===== config.mk =====
export PLATFORM = sky130hd
export DESIGN_NAME = key_switch_conditioner_flat
export DESIGN_NICKNAME = d
export VERILOG_FILES = /design/src/rtl/key_switch_conditioner_if.sv /design/src/rtl/key_switch_conditioner.sv /design/src/flat_wrapper.sv
export SDC_FILE = /design/constraint.sdc
export NUM_CORES = 1
export LEC_CHECK = 0
export ABC_AREA = 1
export ABC_CLOCK_PERIOD_IN_PS = 3200
export BUFFER_PORTS_ARGS = -buffer_cell sky130_fd_sc_hd__clkbuf_2
export CAP_MARGIN = 20
export CORE_MARGIN = 1
export CORE_UTILIZATION = 50
export CTS_CLUSTER_DIAMETER = 150
export CTS_CLUSTER_SIZE = 40
export DETAILED_ROUTE_END_ITERATION = 16
export GPL_TIMING_DRIVEN = 0
export MAX_ROUTING_LAYER = met4
export PLACE_DENSITY = 0.79
export SYNTH_ARGS = -nofsm -noshare
export SYNTH_HDL_FRONTEND = slang
export SYNTH_SLANG_ARGS = --single-unit

===== constraint.sdc =====
create_clock -name clk -period 3.2 [get_ports clk]
set_input_delay 0.48 -clock clk [delete_from_list [all_inputs] [get_ports clk]]
set_output_delay 0.48 -clock clk [all_outputs]
set_load 0.03 [all_outputs]

===== src/rtl/key_switch_conditioner_if.sv =====
// Board-input / PIO-side bundle of the key and switch conditioner.
// master drives the raw pins, slave is the conditioner.
interface key_switch_conditioner_if #(
  parameter int SW_WIDTH = 8
);
  logic                key_n_in;
  logic [SW_WIDTH-1:0] sw_in;
  logic                accumulate_n_out;
  logic                accumulate_pulse;
  logic [SW_WIDTH-1:0] sw_out;
  logic                sw_changed;
  logic [7:0]          press_count;

  modport master (
    output key_n_in,
    output sw_in,
    input  accumulate_n_out,
    input  accumulate_pulse,
    input  sw_out,
    input  sw_changed,
    input  press_count
  );

  modport slave (
    input  key_n_in,
    input  sw_in,
    output accumulate_n_out,
    output accumulate_pulse,
    output sw_out,
    output sw_changed,
    output press_count
  );
endinterface


===== src/rtl/key_switch_conditioner.sv =====
// Synchronizes/debounces KEY[1] and synchronizes SW[] for the Nios II PIOs.
// Define SW_DEBOUNCE_EN to also debounce the switch word as one vector.
module key_switch_conditioner #(
  parameter int DEBOUNCE_CYCLES = 1000000,
  parameter int SW_WIDTH        = 8
) (
  input  logic clk,
  input  logic reset_n,
  key_switch_conditioner_if.slave io
);
  localparam int CW = $clog2(DEBOUNCE_CYCLES);
  localparam logic [CW-1:0] CNT_MAX = CW'(DEBOUNCE_CYCLES - 1);

  typedef enum logic [1:0] {
    RELEASED,
    WAIT_PRESS,
    PRESSED,
    WAIT_RELEASE
  } key_state_t;

  logic                key_s1;
  logic                key_s2;
  logic [SW_WIDTH-1:0] sw_s1;
  logic [SW_WIDTH-1:0] sw_s2;

  key_state_t          state;
  logic [CW-1:0]       key_cnt;
  logic                acc_n;
  logic                acc_pulse;
  logic [7:0]          presses;

  logic [SW_WIDTH-1:0] sw_q;
  logic                sw_chg;

  // Key idles released (1); switches idle low.
  always_ff @(posedge clk) begin
    if (!reset_n) begin
      key_s1 <= 1'b1;
      key_s2 <= 1'b1;
      sw_s1  <= '0;
      sw_s2  <= '0;
    end else begin
      key_s1 <= io.key_n_in;
      key_s2 <= key_s1;
      sw_s1  <= io.sw_in;
      sw_s2  <= sw_s1;
    end
  end

  always_ff @(posedge clk) begin
    if (!reset_n) begin
      state     <= RELEASED;
      key_cnt   <= '0;
      acc_n     <= 1'b1;
      acc_pulse <= 1'b0;
      presses   <= '0;
    end else begin
      acc_pulse <= 1'b0;
      unique case (state)
        RELEASED: begin
          if (!key_s2) begin
            state   <= WAIT_PRESS;
            key_cnt <= '0;
          end
        end
        WAIT_PRESS: begin
          if (key_s2) begin
            state   <= RELEASED;
            key_cnt <= '0;
          end else if (key_cnt == CNT_MAX) begin
            state     <= PRESSED;
            key_cnt   <= '0;
            acc_n     <= 1'b0;
            acc_pulse <= 1'b1;
            presses   <= presses + 8'd1;
          end else begin
            key_cnt <= key_cnt + 1'b1;
          end
        end
        PRESSED: begin
          if (key_s2) begin
            state   <= WAIT_RELEASE;
            key_cnt <= '0;
          end
        end
        WAIT_RELEASE: begin
          if (!key_s2) begin
            state   <= PRESSED;
            key_cnt <= '0;
          end else if (key_cnt == CNT_MAX) begin
            state   <= RELEASED;
            key_cnt <= '0;
            acc_n   <= 1'b1;
          end else begin
            key_cnt <= key_cnt + 1'b1;
          end
        end
        default: begin
          state   <= RELEASED;
          key_cnt <= '0;
        end
      endcase
    end
  end

`ifdef SW_DEBOUNCE_EN
  logic [SW_WIDTH-1:0] sw_prev;
  logic [CW-1:0]       sw_cnt;

  // Any bit moving restarts the shared stability count.
  always_ff @(posedge clk) begin
    if (!reset_n) begin
      sw_prev <= '0;
      sw_cnt  <= '0;
      sw_q    <= '0;
      sw_chg  <= 1'b0;
    end else begin
      sw_prev <= sw_s2;
      sw_chg  <= 1'b0;
      if (sw_s2 != sw_prev) begin
        sw_cnt <= '0;
      end else if (sw_cnt != CNT_MAX) begin
        sw_cnt <= sw_cnt + 1'b1;
      end else if (sw_s2 != sw_q) begin
        sw_q   <= sw_s2;
        sw_chg <= 1'b1;
      end
    end
  end
`else
  always_ff @(posedge clk) begin
    if (!reset_n) begin
      sw_q   <= '0;
      sw_chg <= 1'b0;
    end else begin
      sw_q   <= sw_s2;
      sw_chg <= (sw_s2 != sw_q);
    end
  end
`endif

  assign io.accumulate_n_out = acc_n;
  assign io.accumulate_pulse = acc_pulse;
  assign io.press_count      = presses;
  assign io.sw_out           = sw_q;
  assign io.sw_changed       = sw_chg;

endmodule


===== src/flat_wrapper.sv =====
// flat-port wrapper written by rule: the top's interface ports become plain ports
module key_switch_conditioner_flat 
#(
  parameter int DEBOUNCE_CYCLES = 1000000,
  parameter int SW_WIDTH        = 8
)
  (clk, reset_n, io_key_n_in, io_sw_in, io_accumulate_n_out, io_accumulate_pulse, io_sw_out, io_sw_changed, io_press_count);
  key_switch_conditioner_if #(.SW_WIDTH(SW_WIDTH)) io_i ();
  input  logic clk;
  input  logic reset_n;
  input wire logic [$bits(io_i.key_n_in)-1:0] io_key_n_in;
  input wire logic [$bits(io_i.sw_in)-1:0] io_sw_in;
  output wire logic [$bits(io_i.accumulate_n_out)-1:0] io_accumulate_n_out;
  output wire logic [$bits(io_i.accumulate_pulse)-1:0] io_accumulate_pulse;
  output wire logic [$bits(io_i.sw_out)-1:0] io_sw_out;
  output wire logic [$bits(io_i.sw_changed)-1:0] io_sw_changed;
  output wire logic [$bits(io_i.press_count)-1:0] io_press_count;
  assign io_i.key_n_in = io_key_n_in;
  assign io_i.sw_in = io_sw_in;
  assign io_accumulate_n_out = io_i.accumulate_n_out;
  assign io_accumulate_pulse = io_i.accumulate_pulse;
  assign io_sw_out = io_i.sw_out;
  assign io_sw_changed = io_i.sw_changed;
  assign io_press_count = io_i.press_count;
  key_switch_conditioner #(.DEBOUNCE_CYCLES(DEBOUNCE_CYCLES), .SW_WIDTH(SW_WIDTH)) u_core (.clk(clk), .reset_n(reset_n), .io(io_i));
endmodule

==> flow_metrics.tcl <==
set metrics [dict create \
    outcome "finished, final reports clean" \
    post_cts_buffers 0 \
    switchingPower_mw 0.3569 \
    max_slew_margin_pct 63.32 \
    die_h_um 76.84 \
    clkPwrFrac_pct 47.7 \
    cts_hold_buf 0 \
    rrSetupSlack_ns 1.42 \
    clk_pin_slew_ns 0.07 \
    peakVddDrop_uv 400.5 \
    grtUsageTotal_pct 22.73 \
    fin_setup_tns_ns 0 \
    min_path_type "in2reg" \
    worstPathMaxFanout 8 \
    rsz0062_at_grt "false" \
    synthesis.nets 424 \
    yosysTopAreaCell "dfxtp_1" \
    vias 2603 \
    drt_iter0_markers 205 \
    rows 26 \
    crit_path_start_kind "register" \
    dieArea_um2 5904 \
    drive_gt1_share_pct 14.73 \
    skew_ns 0.007413 \
    finalNetCount 463 \
    synthTopCellsByArea "dfxtp_1, nand2_1, inv_1, nand3_1, nor2_1" \
    yosysTopAreaCellShare_pct 42.18 \
    finalHoldViolCount 0 \
    drv_slew 0 \
    cts-root-buf "clkbuf_8" \
    routabilityCongestion 0.9288 \
    avgSynthCellArea_um2 6.813 \
    arrival_ns 2.04 \
    grt_max_degree 12 \
    final_common_cell "nand2_1" \
    yosysUniqueCellTypes 25 \
    crit_type "reg2reg" \
    antennaDiodeCount 0 \
    maxCapViolCount 0 \
    syn_area_um2 2800 \
    hold_path_depth 3 \
    p_seq_share_pct 48.3 \
    dp_hpwl_mm 4.217 \
    r2r_cells 8 \
    grt_pass1_vias 2394 \
    overflow 0 \
    post-route-period-util_pct 55.59 \
    grt_pass1_wl_mm 10.28 \
    cts_tree "done" \
    core-area_um2 5238 \
    cts_buffers 9 \
    clkSinkCount 59 \
    ios 30 \
    postCtsResizedCells 0 \
    synth_warnings 0 \
    netlist_instances 411 \
    setup_viol 0 \
    cp_data_required_time_ns 3.46 \
    powerDensity_nw_per_um2 482.8 \
    die_w_um 76.84 \
    io_buffer_count 28 \
    ant_nets 0 \
    ys_ff_latch 59 \
    ctsLongestPathBuffers 2 \
    cts_max_level 3 \
    dpl.cell_count 509 \
    clock.fmax_mhz 562.1 \
    combPwrFrac_pct 4.0 \
    leakagePower_nw 1.455 \
    antenna_found_initial 0 \
    min_to "u_core.sw_s1[7]" \
    switching_share_pct 22.78 \
    hp-start "io_sw_in[7]" \
    drtPass1Iterations 5 \
    initial_core_util_pct 53.46 \
    clock_latency_ns 0.35 \
    wl_per_cell_um 11.29 \
    fin_crit_ns 1.779 \
    final_cells 525 \
    final_cell_mix "nand2_1, inv_1, dfxtp_1" \
    routed_wl_mm 5.927 \
    worstSetupEndpointType "register" \
    viasPerCell 4.958 \
    worst_pin_slew_ns 0.5502 \
    internal-power_mw 1.210 \
    seq_area_frac_synth_pct 42.18 \
    drc 0 \
    syn2layout_area_growth_pct 15.86 \
    n_fill_cell 464 \
    r2r-end "u_core.key_cnt[10]" \
    worstReg2RegStart "u_core.key_cnt[0]" \
]
worst max-delay path by stage:
stage,startpoint,end,slack [ns],cells past startpoint
floorplan,u_core.key_cnt[0],u_core.key_cnt[0],1.69,8
global placement,u_core.key_cnt[0],u_core.key_cnt[7],1.47,9
detailed placement,u_core.key_cnt[0],u_core.key_cnt[10],1.43,8
CTS,u_core.key_cnt[0],u_core.key_cnt[10],1.43,8
global route,u_core.key_cnt[0],u_core.io.accumulate_n_out,1.26,6
finish,u_core.key_cnt[0],u_core.key_cnt[10],1.42,8
Yosys cell counts:
master / count
o21ai_0: 8
xor2_1: 8
nand3_2: 2
nor2_1: 35
or2_2: 5
ha_1: 2
nand2_1: 128
clkbuf_1: 6
nor3_1: 5
o21a_1: 2
a21oi_1: 23
nor2_4: 4
buf_6: 1
inv_1: 59
nand4_1: 7
nor3_2: 1
dfxtp_1: 59
nand2_2: 3
buf_2: 2
nor4_1: 1
inv_2: 1
o211ai_1: 1
nand3_1: 38
xnor2_1: 5
nor2_2: 5
critical path, cell delays in order, from the launching register on:
cell and delay, ns:
dfxtp_1 0.37, ha_1 0.26, nand3_2 0.11, nor2_4 0.21, nand3_1 0.34, nand3_1 0.21
nand3_1 0.10, nand2_1 0.06, inv_1 0.03
power groups by stage:
stage / Combinational, mW / Clock, mW / Sequential, mW
after floorplan: 0.0348 / 0 / 0.780
after global placement: 0.0621 / 0 / 0.772
after detailed placement: 0.0639 / 0 / 0.773
after CTS: 0.0640 / 0.759 / 0.756
after global routing: 0.0718 / 0.788 / 0.758
final: 0.0633 / 0.747 / 0.757
sequential cells by signal, indices dropped and copies added (netlist names), named ones only:
register,flops
u_core.state,1
u_core.key_cnt,20
u_core.io.press_count,8
u_core.sw_s2,8
u_core.key_s2,1
u_core.io.accumulate_pulse,1
u_core.io.sw_changed,1
u_core.key_s1,1
u_core.io.sw_out,8
u_core.sw_s1,8
u_core.io.accumulate_n_out,1
stage by stage:
stage / hold WS, ns / util [%] / area, µm² / worst slack, ns / power, mW
after floorplan: 0.3905 / - / 2800 / 1.690 / 0.8148
after global placement: 0.3919 / 57.81 / 3028 / 1.475 / 0.8345
after detailed placement: 0.3986 / 57.81 / 3028 / 1.431 / 0.8371
after CTS: 0.2959 / 61.94 / 3244 / 1.434 / 1.579
after global routing: 0.2936 / 61.94 / 3244 / 1.255 / 1.617
final: 0.3075 / 61.94 / 3244 / 1.421 / 1.567
kinds of logic after synthesis:
| kind of cell | after synthesis | synth area share [%] |
|---|---|---|
| buf+inv | 69 | 9.607 |
| fa+ha+maj | 2 | 0.8935 |
| flops | 59 | 42.18 |
| xor+xnor | 13 | 4.066 |
| simple gates | 234 | 36.91 |
| compound gates | 34 | 6.345 |
area by class of cell:
cell class                 instances  area (µm²)  share of cell area, %
tap                               70       87.58                  2.700
clock inverter                     6       88.84                  2.738
sequential                        59        1181                  36.41
multi-input combinational        283        1350                  41.61
inverter                          60       225.2                  6.942
timing repair buffer              28       140.1                  4.319
buffer                             9       43.79                  1.350
clock buffer                      10       127.6                  3.934
per-layer routing:
| layer | vias up | part of all wire, % | GRT usage, % |
|---|---|---|---|
| met4 | 0 | 1.7 | 8.654 |
| met5 | - | 0 | - |
| met2 | 73 | 46 | 36.88 |
| met3 | 11 | 5.7 | 6.429 |
| li1 | 1354 | - | - |
| met1 | 1165 | 46 | 26.56 |
(Power assumes the default switching activity.)
